## src/rtl/divider_datapath_if.sv

```systemverilog
// Command and result bundle between the divider sequencer (master) and the
// datapath that executes its per-cycle commands (slave).
interface divider_datapath_if #(
  parameter int WIDTH = 8
);
  logic [WIDTH-1:0] dividend;
  logic [WIDTH-1:0] divisor;
  logic             load;
  logic             add;
  logic             shift;
  logic             inbit;
  logic [1:0]       sel;
  logic             valid;
  logic             sign;
  logic [WIDTH-1:0] quotient;
  logic [WIDTH-1:0] remainder;
  logic             div_zero;
  logic             done;

  modport master (
    output dividend, divisor, load, add, shift, inbit, sel, valid,
    input  sign, quotient, remainder, div_zero, done
  );

  modport slave (
    input  dividend, divisor, load, add, shift, inbit, sel, valid,
    output sign, quotient, remainder, div_zero, done
  );
endinterface

```

## src/rtl/divider_datapath.sv

```systemverilog
// Restoring-division datapath: holds divisor and the {hi, lo} partial
// remainder, executes sequencer commands, and captures results on valid.
module divider_datapath #(
  parameter int WIDTH = 8
) (
  input logic               clk,
  input logic               reset,
  divider_datapath_if.slave dp
);

  localparam int REM_W = 2 * WIDTH + 1;

  logic [WIDTH-1:0] div_r;
  logic [REM_W-1:0] rem_r;
  logic [WIDTH-1:0] quotient_r;
  logic [WIDTH-1:0] remainder_r;
  logic             div_zero_r;
  logic             done_r;

  logic [WIDTH:0]   hi_s;
  logic [WIDTH-1:0] lo_s;
  logic [WIDTH:0]   div_ext_s;
  logic [WIDTH:0]   alu_s;
  logic [REM_W-1:0] mux_s;
  logic [REM_W-1:0] rem_next_s;

  assign hi_s      = rem_r[REM_W-1:WIDTH];
  assign lo_s      = rem_r[WIDTH-1:0];
  assign div_ext_s = {1'b0, div_r};

  // ALU: restore (add) or trial subtract on the extended high half.
  always_comb begin
    alu_s = hi_s - div_ext_s;
    if (dp.add) begin
      alu_s = hi_s + div_ext_s;
    end else begin
      alu_s = hi_s - div_ext_s;
    end
  end

  // Borrow of the trial subtract goes straight to the sequencer, unregistered.
  assign dp.sign = alu_s[WIDTH];

  // REM input mux and optional left shift with inbit at the LSB.
  always_comb begin
    mux_s = rem_r;
    case (dp.sel)
      2'b00:   mux_s = rem_r;
      2'b01:   mux_s = {alu_s, lo_s};
      2'b10:   mux_s = {{(WIDTH + 1){1'b0}}, dp.dividend};
      2'b11:   mux_s = rem_r;
      default: mux_s = rem_r;
    endcase
    if (dp.shift) begin
      rem_next_s = {mux_s[REM_W-2:0], dp.inbit};
    end else begin
      rem_next_s = mux_s;
    end
  end

  // Working registers: divisor and partial remainder.
  always_ff @(posedge clk or posedge reset) begin
    if (reset) begin
      div_r      <= {WIDTH{1'b0}};
      rem_r      <= {REM_W{1'b0}};
      div_zero_r <= 1'b0;
    end else begin
      rem_r <= rem_next_s;
      if (dp.load) begin
        div_r      <= dp.divisor;
        div_zero_r <= (dp.divisor == {WIDTH{1'b0}});
      end else begin
        div_r      <= div_r;
        div_zero_r <= div_zero_r;
      end
    end
  end

  // Result capture; the remainder sits one bit left because the last step shifts.
  always_ff @(posedge clk or posedge reset) begin
    if (reset) begin
      quotient_r  <= {WIDTH{1'b0}};
      remainder_r <= {WIDTH{1'b0}};
      done_r      <= 1'b0;
    end else begin
      done_r <= dp.valid;
      if (dp.valid) begin
        quotient_r  <= rem_next_s[WIDTH-1:0];
        remainder_r <= rem_next_s[REM_W-1:WIDTH+1];
      end else begin
        quotient_r  <= quotient_r;
        remainder_r <= remainder_r;
      end
    end
  end

  assign dp.quotient  = quotient_r;
  assign dp.remainder = remainder_r;
  assign dp.div_zero  = div_zero_r;
  assign dp.done      = done_r;

endmodule

```

## src/flat_wrapper.sv

```systemverilog
// flat-port wrapper written by rule: the top's interface ports become plain ports
module divider_datapath_flat 
#(
  parameter int WIDTH = 8
)
  (clk, reset, dp_dividend, dp_divisor, dp_load, dp_add, dp_shift, dp_inbit, dp_sel, dp_valid, dp_sign, dp_quotient, dp_remainder, dp_div_zero, dp_done);
  divider_datapath_if #(.WIDTH(WIDTH)) dp_i ();
  input logic clk;
  input logic reset;
  input wire logic [$bits(dp_i.dividend)-1:0] dp_dividend;
  input wire logic [$bits(dp_i.divisor)-1:0] dp_divisor;
  input wire logic [$bits(dp_i.load)-1:0] dp_load;
  input wire logic [$bits(dp_i.add)-1:0] dp_add;
  input wire logic [$bits(dp_i.shift)-1:0] dp_shift;
  input wire logic [$bits(dp_i.inbit)-1:0] dp_inbit;
  input wire logic [$bits(dp_i.sel)-1:0] dp_sel;
  input wire logic [$bits(dp_i.valid)-1:0] dp_valid;
  output wire logic [$bits(dp_i.sign)-1:0] dp_sign;
  output wire logic [$bits(dp_i.quotient)-1:0] dp_quotient;
  output wire logic [$bits(dp_i.remainder)-1:0] dp_remainder;
  output wire logic [$bits(dp_i.div_zero)-1:0] dp_div_zero;
  output wire logic [$bits(dp_i.done)-1:0] dp_done;
  assign dp_i.dividend = dp_dividend;
  assign dp_i.divisor = dp_divisor;
  assign dp_i.load = dp_load;
  assign dp_i.add = dp_add;
  assign dp_i.shift = dp_shift;
  assign dp_i.inbit = dp_inbit;
  assign dp_i.sel = dp_sel;
  assign dp_i.valid = dp_valid;
  assign dp_sign = dp_i.sign;
  assign dp_quotient = dp_i.quotient;
  assign dp_remainder = dp_i.remainder;
  assign dp_div_zero = dp_i.div_zero;
  assign dp_done = dp_i.done;
  divider_datapath #(.WIDTH(WIDTH)) u_core (.clk(clk), .reset(reset), .dp(dp_i));
endmodule
```

## config.mk

```make
export PLATFORM = sky130hd
export DESIGN_NAME = divider_datapath_flat
export DESIGN_NICKNAME = d
export VERILOG_FILES = /design/src/rtl/divider_datapath_if.sv /design/src/rtl/divider_datapath.sv /design/src/flat_wrapper.sv
export SDC_FILE = /design/constraint.sdc
export NUM_CORES = 1
export LEC_CHECK = 0
export ABC_AREA = 1
export CAP_MARGIN = 20
export CORE_UTILIZATION = 47
export CTS_CLUSTER_DIAMETER = 120
export DETAILED_ROUTE_END_ITERATION = 12
export PLACE_DENSITY = 0.74
export SLEW_MARGIN = 25
export SYNTH_ARGS = -nofsm -noshare
export SYNTH_HDL_FRONTEND = slang
export SYNTH_SLANG_ARGS = --single-unit
```

## constraint.sdc

```tcl
create_clock -name clk -period 2.4 [get_ports clk]
set_clock_uncertainty 0.2 [all_clocks]
set_input_delay 0.36 -clock clk [delete_from_list [all_inputs] [get_ports clk]]
set_output_delay 0.36 -clock clk [all_outputs]
set_load 0.1 [all_outputs]
```

Yosys cells after proc, flatten, opt, wreduce, memory -nomap -nowiden
Index checks and enable logic that the tools add are counted.
W data, S select, Z words.
{"block": "word_totals", "regBits": 43, "latchBits": 0, "ram_bits": 0, "rom_bits": 0, "input_bits": 25, "output_inout_bits": 19, "wordCells": 17, "mem_count": 0}
{"block": "op_classes", "add_sub_neg": 2, "n_mul": 0, "n_div": 0, "n_lt_le_gt_ge": 0, "n_eq_ne": 3, "shift": 0, "muxes": 3, "bitwise": 0, "reduce_logical": 3}
{"cell": "$pmux W17 S3", "count": 1}
{"cell": "$mux W17", "count": 1}
{"cell": "$add A9 B8 Y9", "count": 1}
{"cell": "$mux W9", "count": 1}
{"cell": "$sub A9 B8 Y9", "count": 1}
{"cell": "$logic_not A8 Y1", "count": 1}
{"cell": "$eq A2 B2 Y1 const B", "count": 2}
{"cell": "$eq A2 B1 Y1 const B", "count": 1}
{"cell": "$logic_not A2 Y1", "count": 1}
{"cell": "$reduce_or A2 Y1", "count": 1}

Longest topological paths before layout
Gate-level depths: netlist (run 1).
{"block": "depth", "ltp_word": 4, "depth_mapped": 17, "depth_no_buf": 17}

Worst setup path after synthesis (run 1)
OpenSTA, ideal clock, no wires.
{"block": "synth_path", "path_kind": "reg-to-output", "from": "register u_core.div_r[0]", "to": "output port dp_sign", "arrival_time_ps": 2529, "required_time_ps": 1840, "slack_ps": -689, "path_stages_with_launch": 15, "path_buffers": 0, "path_cell_list": "dfrtp_1 > inv_1 > ha_1 > inv_1 > o21ai_0 > inv_1 > fa_1 > inv_1 > nand3_1 > nand2_1 > nand2_1 > nand2_1 > inv_1 > nand2_1 > and2_1"}
{"block": "synth_via", "elab_chain_cells": 2, "word_cells_on_any_way": 3, "cone_classes": "2 x add/sub; 1 x mux"}
{"element": "start, declared", "line_no": "divider_datapath.sv:13", "source": "logic [WIDTH-1:0] div_r;"}
{"element": "start signal, assigned", "line_no": "divider_datapath.sv:64", "source": "div_r <= {WIDTH{1'b0}};"}
{"element": "start signal, assigned", "line_no": "divider_datapath.sv:70", "source": "div_r <= dp.divisor;"}
{"element": "start signal, assigned", "line_no": "divider_datapath.sv:73", "source": "div_r <= div_r;"}
{"element": "$sub A9 B8 Y9 / $add A9 B8 Y9 (equally long branches)", "line_no": "divider_datapath.sv:37, divider_datapath.sv:35"}
{"element": "$mux W9 *", "line_no": "divider_datapath.sv:34", "source": "if (dp.add) begin"}
{"element": "end, declared", "line_no": "flat_wrapper.sv:18", "source": "output wire logic [$bits(dp_i.sign)-1:0] dp_sign;"}
Mark *: on every way between the ends. The rest lies on a longest branch, timed or not.

Worst setup path in the final report (run 1)
{"block": "layout_path", "from": "register u_core.div_r[1]", "to": "output port dp_sign"}
Same word-level chain as after synthesis.

==> run metrics, run 1 <==
MaxCap Viol Count 0; top cell type by total area after synthesis dfrtp_1; post-synth top area share 44.9%; Logic pwr share 49.9%; RSZ-0062 raised after global routing true; Core Footprint 4820 µm²; status finished, violations left; CP Launch Type flop; Worst slew margin 63.0%; GRT Overall Usage 22.5%; Syn Area/Cell 7.86 µm²; Clk pwr share 17.1%; r2r endpoint u_core.dp.remainder[7]; Pwr per Cell Area 783 nW/µm²; Routed met3 length 155 µm; Async SR Flop Fraction 100%; Slew Limit Fails 0; initial DRC count 115; uppermost layer routed met4; final setup vio count 12; I/O pin cnt 44; clk sink count 43; WL met2 2910 µm; DRT Pass-1 Iters 4; Die ar. 5390 µm²; Fin. Hold Viols 0; H-tree depth 2; DRC Markers 0; Area contributors post-synth dfrtp_1, nand2_1, ha_1, nand3_1, inv_1; static leakage 1.78 nW; die extent in y 73.4 µm; clock buffer depth 2; Worst Path Required 1.84 ns; Starting Density 49.7%; CP Capture Type output port; CP startpoint u_core.div_r[1]; die width 73.4 µm; crit path max fanout 3; switching share of power 43.8%; Worst Path Arrival 2.43 ns; WL met1 2580 µm; HPWL after detailed placement 4070 µm; R2R Setup Slk -0.11 ns; CTS tree built; flops & latches, synth 43; Layout Nets 422; Psw 1.17 mW; final clock period utilization by the worst path 125%; VDD IR max 0.000423 V; top-count cell post-synth nand2_1; WL per Instance 12.7 µm; Synth cell types 29; reg2reg path depth 18; worst skew pair latency 0.30 ns; CTS buffer count 5; Syn Inst Count 305; initial antenna violation count 0; clk slew on worst S/H paths 0.08 ns; number of synthesized flops with an enable pin 0; failing checks negative setup slack; synth-to-layout area growth 42.7%; routability congestion estimate 0.810; final core utilization 71.0%; Min Clock Period, post-route 2.99 ns; Post-synth top cells nand2_1, dfrtp_1, inv_1; Post-Syn Nets 342; Site Rows 25; root buffer cell clkbuf_8; antenna diode count 0; crit path kind flop to output port; fillers 408; final setup margin -0.590 ns; Synth Flop Type dfrtp_1; mapped cell area 2400 µm²; layout cells sized above 1 31.3%; post-synthesis sequential area ratio 44.9%; pre-CTS setup slack -0.562 ns; worst r2r src u_core.div_r[1]; area of the multi-input gates 1340 µm²; vias per inst 5.01; drt total wl 5750 µm; Total Power 2.68 mW; Slew @ Worst Pin 0.555 ns; Antenna Nets Post-Route 0; FF/Latch Area 1080 µm²; Pint 1.50 mW; Vias 2270; first-pass GRT wire length 9200 µm; Max Fclk 0.334 GHz; Port Buf Inserts 43; Synthesis Warnings 0; hold_buf cts 0; Seq pwr share 33.1%; hold crit path type input pin to asynchronous set/reset pin; pin count of the biggest net entering global routing 44; CP Capture Point dp_sign; GRT overflow 0; Min Hold Slack 0.286 ns; vias in the first global route 2159
==> flip-flops by register name (all words and copies together) (netlist names) <==
signal / count
u_core.div_r: 8
u_core.dp.div_zero: 1
u_core.dp.done: 1
u_core.dp.quotient: 8
u_core.dp.remainder: 8
u_core.rem_r: 17
==> worst max-delay path, stage by stage, from the launching register on <==
cell	delay (ns)
dfrtp_1	0.37
buf_4	0.13
inv_4	0.04
ha_4	0.24
inv_2	0.03
o21ai_2	0.17
inv_2	0.05
fa_2	0.33
inv_2	0.07
nand3_2	0.06
nand2_2	0.08
nand2_1	0.06
nand2_1	0.08
inv_1	0.04
nand2_1	0.07
and2_4	0.15
buf_12	0.16
==> cell type report <==
cell class	instances	area share (%)
clock buffer	6	2.12
clock inverter	2	0.366
inverter	39	4.36
multi-input combinational	217	39.1
sequential	43	31.5
tap	67	2.45
timing repair buffer	79	20.1
==> power groups by stage <==
stage	Combinational [mW]	Clock [mW]	Sequential (mW)
6_report	1.33	0.457	0.885
5_1_grt	1.44	0.498	0.895
4_1_cts	1.22	0.472	0.885
3_5_place_dp	1.16	0	0.898
3_3_place_gp	1.14	0	0.897
2_1_floorplan	0.503	0	1.20
==> worst min path at each step <==
| stage | depth (start not counted) | end | startpoint | slack (ns) |
|---|---|---|---|---|
| 3_5_place_dp | 2 | u_core.dp.remainder[3] | u_core.dp.remainder[3] | 0.27 |
| 6_report | 3 | u_core.rem_r[2] | reset | 0.29 |
| 3_3_place_gp | 2 | u_core.dp.remainder[6] | u_core.dp.remainder[6] | 0.27 |
| 2_1_floorplan | 0 | u_core.dp.done | dp_valid | 0.19 |
| 5_1_grt | 1 | u_core.dp.div_zero | u_core.dp.div_zero | 0.33 |
| 4_1_cts | 2 | u_core.dp.remainder[3] | u_core.dp.remainder[3] | 0.29 |
==> per-layer routing <==
metal  up-vias  track usage [%]
li1       1151                -
met1      1071             27.6
met2        37             39.9
met3        11             4.39
met4         0             7.26
met5         -                0
==> cells in the final DEF (no fill, tap or decap), types with 4 or more instances in the layout <==
master / synthesis / layout
nand2_1: 100 / 90
buf_4: 1 / 48
dfrtp_1: 43 / 43
inv_1: 32 / 26
clkdlybuf4s50_1: 0 / 23
nor2_1: 16 / 15
nand3_2: 0 / 15
inv_2: 6 / 11
nand3_1: 26 / 11
ha_1: 11 / 10
nand2_2: 3 / 9
o21ai_0: 12 / 7
a22o_1: 7 / 7
a31oi_1: 7 / 7
o21ai_2: 3 / 6
buf_6: 0 / 6
a21oi_1: 10 / 5
xor2_1: 6 / 5
clkbuf_8: 0 / 5
nand2_4: 0 / 4
a21oi_2: 0 / 4
==> cells by family (layout without fill, tap and decap cells) <==
logic type | Yosys count | count (layout) | synth area share, %
DFF | 43 | 43 | 44.9
muxes | 1 | 1 | 0.418
xor gates and xnor gates | 6 | 6 | 2.19
buffers and inverters | 45 | 126 | 7.31
AOI/OAI and AO/OA | 45 | 45 | 12.2
and+or+nand+nor | 153 | 153 | 26.4
adders and majority gates | 12 | 12 | 6.58
==> repair_timing <==
action | 4_1_cts | 5_1_grt
cloned | 0 | 0
resized for setup | 20 | 32
buffers inserted | 4 | 4
setup endpoints to repair | 13 | 13
pin swaps | 15 | 12
==> metrics by stage <==
step	area, µm²	TNS, ns	cells
floorplan	2430	-0.149	305
global placement	3090	-5.62	438
detailed placement	3090	-6.50	438
CTS	3270	-0.833	450
global route	3420	-3.11	453
finish	3420	-1.32	453
Power figures use the tool's default switching activity.
==> inputs of run 2 (changes only) <==
Settings changed: ABC_CLOCK_PERIOD_IN_PS from default to 2400, CORE_ASPECT_RATIO from default to 1.4.
==> run 2 against run 1 <==
Against the previous run: the flow still finishes with violations (negative setup slack); die area about the same; critical path depth shrank 3; power rose by 5.2%; combinational power up 9%; final cell count grew 0.88%; wire length is 16% higher; non-clock buffer count rose by 7; clock power increased by 5.3%; maximum frequency decreased by 3.7%; first-iteration DRC count decreased by 15%; global-route usage is 1.6 points higher; register-to-register slack lost 0.10 ns; largest cell class unchanged.
==> run metrics, run 2 (synthesis gave the netlist of run 1 again) <==
status finished, violations left (unchanged); failing checks negative setup slack (unchanged); initial antenna violation count 0 (unchanged); CP Launch Type flop (unchanged); synth-to-layout area growth 47.9% (was 42.7%); Layout Nets 429 (was 422); GRT overflow 0 (unchanged); GRT met3 Usage 3.03% (was 4.39%); fillers 359 (was 408); I/O pin cnt 44 (unchanged); Post-DP Area 3100 µm² (was 3090 µm²); HPWL after detailed placement 4370 µm (was 4070 µm); static leakage 1.83 nW (was 1.78 nW); vias per inst 5.19 (was 5.01); GR peak layer met2 (unchanged); setup tns final -2.73 ns (was -1.32 ns); antenna diode count 0 (unchanged); initial DRC count 98 (was 115); CTS tree built (unchanged); crit path kind flop to output port (unchanged); Finished Cell Area 3540 µm² (was 3420 µm²); cell family with most CP delay simple AND/OR/NAND/NOR gates (was adder cells); routability congestion estimate 0.862 (was 0.810); clock buffer depth 2 (unchanged); Fin. Hold Viols 0 (unchanged); Worst slew margin 63.3% (was 63.0%); H-tree depth 2 (unchanged); drt total wl 6680 µm (was 5750 µm); final setup vio count 15 (was 12); first-pass GRT wire length 10100 µm (was 9200 µm); Worst Path Arrival 2.55 ns (was 2.43 ns); Core Footprint 4880 µm² (was 4820 µm²); highest-count cells in the layout ignoring fill and taps nand2_1, buf_4, dfrtp_1 (unchanged); Site Rows 30 (was 25); met1 Use GR 24.5% (was 27.6%); layout cells sized above 1 36.6% (was 31.3%); pre-CTS setup slack -0.610 ns (was -0.562 ns); crit-path cells nor3_2 -> buf_4 -> nor2_1 -> xor2_1 -> ha_1 -> a21oi_2 -> nand2_2 -> nand2_1 -> nand2_2 -> inv_1 -> nand2_1 -> and2_4 -> buf_12 (was buf_4 -> inv_4 -> ha_4 -> inv_2 -> o21ai_2 -> inv_2 -> fa_2 -> inv_2 -> nand3_2 -> nand2_2 -> nand2_1 -> nand2_1 -> inv_1 -> nand2_1 -> and2_4 -> buf_12); final core utilization 72.6% (was 71.0%); max reg flops 17 (unchanged); crit path max fanout 3 (unchanged); VDD IR max 0.000502 V (was 0.000423 V); Vias 2372 (was 2270); RSZ-0062 raised after global routing true (unchanged); Slew Limit Fails 0 (unchanged); hold crit path type flop to flop (was input pin to asynchronous set/reset pin); Slew @ Worst Pin 0.550 ns (was 0.555 ns); Worst Path Buf+Inv 3 (was 7); Total Power 2.82 mW (was 2.68 mW); non-filler instance count after layout 457 (was 453); worst skew pair latency 0.30 ns (about the same); Die ar. 5390 µm² (about the same); pin count of the biggest net entering global routing 44 (unchanged); final clock period utilization by the worst path 129% (was 125%); Antenna Nets Post-Route 0 (unchanged); die extent in y 86.5 µm (was 73.4 µm); die width 62.3 µm (was 73.4 µm); root buffer cell clkbuf_8 (unchanged); Max Fclk 0.322 GHz (was 0.334 GHz); Min Clock Period, post-route 3.11 ns (was 2.99 ns); Worst Path Required 1.84 ns (about the same); Pwr per Cell Area 795 nW/µm² (was 783 nW/µm²); DRC Markers 0 (unchanged); clk slew on worst S/H paths 0.09 ns (was 0.08 ns); Min Hold Slack 0.284 ns (was 0.286 ns); Most flops, register u_core.rem_r (unchanged); most common cell after layout, fill and taps aside nand2_1 (unchanged); post-placement cell count 436 (was 438); WL per Instance 14.6 µm (was 12.7 µm); vias in the first global route 2404 (was 2159); DRT Pass-1 Iters 4 (unchanged); CTS buffer count 5 (unchanged); Worst path slowest cell dfrtp_1 (unchanged); GRT Overall Usage 24.1% (was 22.5%); CP Capture Type output port (unchanged); MaxCap Viol Count 0 (unchanged); Starting Density 49.1% (was 49.7%); final setup margin -0.705 ns (was -0.590 ns); met2 Use GR 49.4% (was 39.9%); clk sink count 43 (unchanged); critical path's largest stage delay 0.43 ns (was 0.37 ns); Port Buf Inserts 43 (unchanged)
[run 2: worst register-to-register path, cell delays in order (launching register included)]
cell and delay [ns]:
dfrtp_1 0.42, inv_2 0.08, ha_4 0.17, buf_6 0.12
xor2_4 0.15, a21oi_2 0.13, ha_1 0.26, buf_6 0.14
a21oi_2 0.13, nand2_2 0.11, buf_6 0.15, a21oi_4 0.14
o21ai_4 0.09, nand3_2 0.07, o211ai_1 0.09, nand2_1 0.10
[run 2: path summary, 6_finish.rpt]
kind,from,end,slack [ns],cells past startpoint
worst max-delay path,u_core.div_r[0],dp_sign,-0.71,13
worst min register to register,u_core.dp.remainder[2],u_core.dp.remainder[2],0.28,2
max in group asynchronous,reset,u_core.rem_r[5],1.33,3
worst min-delay path,u_core.dp.remainder[2],u_core.dp.remainder[2],0.28,2
min in group asynchronous,reset,u_core.dp.div_zero,0.30,3
worst max register to register,u_core.div_r[1],u_core.dp.remainder[2],-0.21,15
[run 2: what timing repair did]
action / CTS / global route
hold buffers: 0 / 0
setup endpoints to repair: 13 / 15
buffers inserted: 7 / 8
pin swaps: 23 / 20
resized for setup: 28 / 40
[run 2: final cells by class]
class | instances | area (µm²) | share of cell area, %
Multi-Input combinational cell | 217 | 1400 | 39.5
Sequential cell | 43 | 1080 | 30.4
Timing Repair Buffer | 86 | 747 | 21.1
Inverter | 39 | 146 | 4.13
Tap cell | 64 | 80.1 | 2.26
Clock buffer | 5 | 68.8 | 1.94
Clock inverter | 3 | 23.8 | 0.671
[run 2: metal layers]
metal / vias up / wire (µm)
met3: 22 / 182
met4: 0 / 250
li1: 1157 / -
met2: 68 / 3780
met1: 1125 / 2470
met5: - / 0
[run 2: power by group]
part | switching, mW | internal (mW)
registers | 0.0670 | 0.823
clock network | 0.273 | 0.208
logic | 0.920 | 0.525
==> patch, RTL diff (flow settings as in run 2) <==
`WIDTH` is set to 8 in 3 places; all go to 6.
--- a/src/rtl/divider_datapath_if.sv
+++ b/src/rtl/divider_datapath_if.sv
@@ -1,7 +1,7 @@
 // Command and result bundle between the divider sequencer (master) and the
 // datapath that executes its per-cycle commands (slave).
 interface divider_datapath_if #(
-  parameter int WIDTH = 8
+  parameter int WIDTH = 6
 );
   logic [WIDTH-1:0] dividend;
   logic [WIDTH-1:0] divisor;
--- a/src/rtl/divider_datapath.sv
+++ b/src/rtl/divider_datapath.sv
@@ -1,7 +1,7 @@
 // Restoring-division datapath: holds divisor and the {hi, lo} partial
 // remainder, executes sequencer commands, and captures results on valid.
 module divider_datapath #(
-  parameter int WIDTH = 8
+  parameter int WIDTH = 6
 ) (
   input logic               clk,
   input logic               reset,
--- a/src/flat_wrapper.sv
+++ b/src/flat_wrapper.sv
@@ -1,7 +1,7 @@
 // flat-port wrapper written by rule: the top's interface ports become plain ports
 module divider_datapath_flat 
 #(
-  parameter int WIDTH = 8
+  parameter int WIDTH = 6
 )
   (clk, reset, dp_dividend, dp_divisor, dp_load, dp_add, dp_shift, dp_inbit, dp_sel, dp_valid, dp_sign, dp_quotient, dp_remainder, dp_div_zero, dp_done);
   divider_datapath_if #(.WIDTH(WIDTH)) dp_i ();
Ports: changed (resized dp_dividend, dp_divisor, dp_quotient and dp_remainder); port bits go from 44 to 36. The function was not compared with the original's and may differ.
==> patch against run 2 <==
The flow still finishes with violations (negative setup slack). Setup slack gained 0.31 ns. Area after synthesis down 22%. Power is 27% lower. Sequential cell count is 10 lower. Routed wire length down 38%. Final area fell by 28%. Via count is 31% lower.
==> patch: results <==
group,metric,value,unit
status,status,"finished, violations left",
status,violations,"negative setup slack",
detailed_routing,first_iter_violations,27,
global_routing,grt_use_total,23.4,%
detailed_routing,dr.pass1.iters,6,
global_routing,grt_pass1_wl,7.11,mm
power,p_leak,1.35,nW
cts,clk_latency,0.28,ns
global_routing,grt_max_degree,34,
critical_path,crit_family,"simple AND/OR/NAND/NOR gates",
global_routing,grt_pass1_vias,1676,
global_routing,use_met1,28.1,%
timing,setup_viol_count_final,3,
power,ir_worst_vdd,0.670,mV
placed_design,place.gp.congestion,0.905,
timing,layout_setup_ws,-0.399,ns
final_layout,drive_above_1_share,27.9,%
critical_path,ff2ff_path_depth,17,
critical_path,cp.arrival,2.24,ns
synth,yosysSeqAreaShare,44.4,%
synth,synth_area_leaders,"dfrtp_1 44%, nand2_1 15%, ha_1 6.7%, nand3_1 5.7%, inv_1 4.2%",
detailed_routing,post_drt_wl_per_cell,12.8,um
global_routing,met2_usage,38.9,%
global_routing,use_met3,6.39,%
synth,synth_nets,257,
placed_design,io_buffer_count,35,
detailed_routing,viasPerCell,5.06,
global_routing,antenna_found_initial,0,
placed_design,placed_cell_area,0.00238,mm^2
[patch: worst paths after layout]
| path | start | end | slack [ns] |
|---|---|---|---|
| min in group clk | u_core.dp.remainder[0] | u_core.dp.remainder[0] | 0.28 |
| worst max-delay path | u_core.div_r[0] | dp_sign | -0.40 |
| worst min-delay path | reset | u_core.dp.div_zero | 0.27 |
| worst max register to register | u_core.div_r[0] | u_core.dp.remainder[5] | -0.06 |
| worst min register to register | u_core.dp.remainder[0] | u_core.dp.remainder[0] | 0.28 |
| max in group asynchronous | reset | u_core.dp.remainder[4] | 1.44 |
[patch: final cells by class]
type,instances,area [um^2]
Clock buffer,7,86.3
Timing Repair Buffer,56,482
Tap cell,42,52.6
Multi-Input combinational cell,162,1010
Sequential cell,33,826
Inverter,25,93.8
Fill cell,313,1160
[patch: metrics by stage]
stage	setup TNS (ns)	hold WS (ns)	instances
after floorplan	0	0.191	225
after global placement	-3.00	0.266	316
after detailed placement	-3.51	0.271	316
after CTS	-0.436	0.276	324
after global routing	-1.40	0.299	325
final	-0.512	0.268	325
[patch: metal layers]
metal | vias up | share of wire [%]
met2 | 20 | 55
met3 | 7 | 1.7
met1 | 772 | 42
met4 | 0 | 1.4
met5 | - | 0
li1 | 847 | -
[patch: cells by family (layout without fill, tap and decap cells)]
kind of cell | after synthesis | after routing | share of synthesized area (%)
AOI/OAI and AO/OA | 28 | 28 | 11.0
xor gates and xnor gates | 3 | 3 | 1.41
adders and majority gates | 11 | 11 | 7.81
buffers and inverters | 30 | 88 | 6.19
DFF | 33 | 33 | 44.4
muxes | 6 | 6 | 3.23
and+or+nand+nor | 114 | 114 | 25.9
[patch: tightest hold or removal path, cell delays in order]
cell and delay (ns):
clkdlybuf4s50_1 0.39, inv_1 0.05, buf_4 0.36
[patch: power by group]
group / internal [mW] / total [mW] / leakage, nW / switching, mW
sequential: 0.635 / 0.686 / 0.417 / 0.0508
combinational: 0.328 / 0.945 / 0.888 / 0.617
clock: 0.227 / 0.414 / 0.0443 / 0.187
[patch: timing repair]
action,CTS,global route
hold buffers,0,0
resized for setup,11,10
buffers inserted,2,1
pin swaps,18,7
setup endpoints to repair,7,9
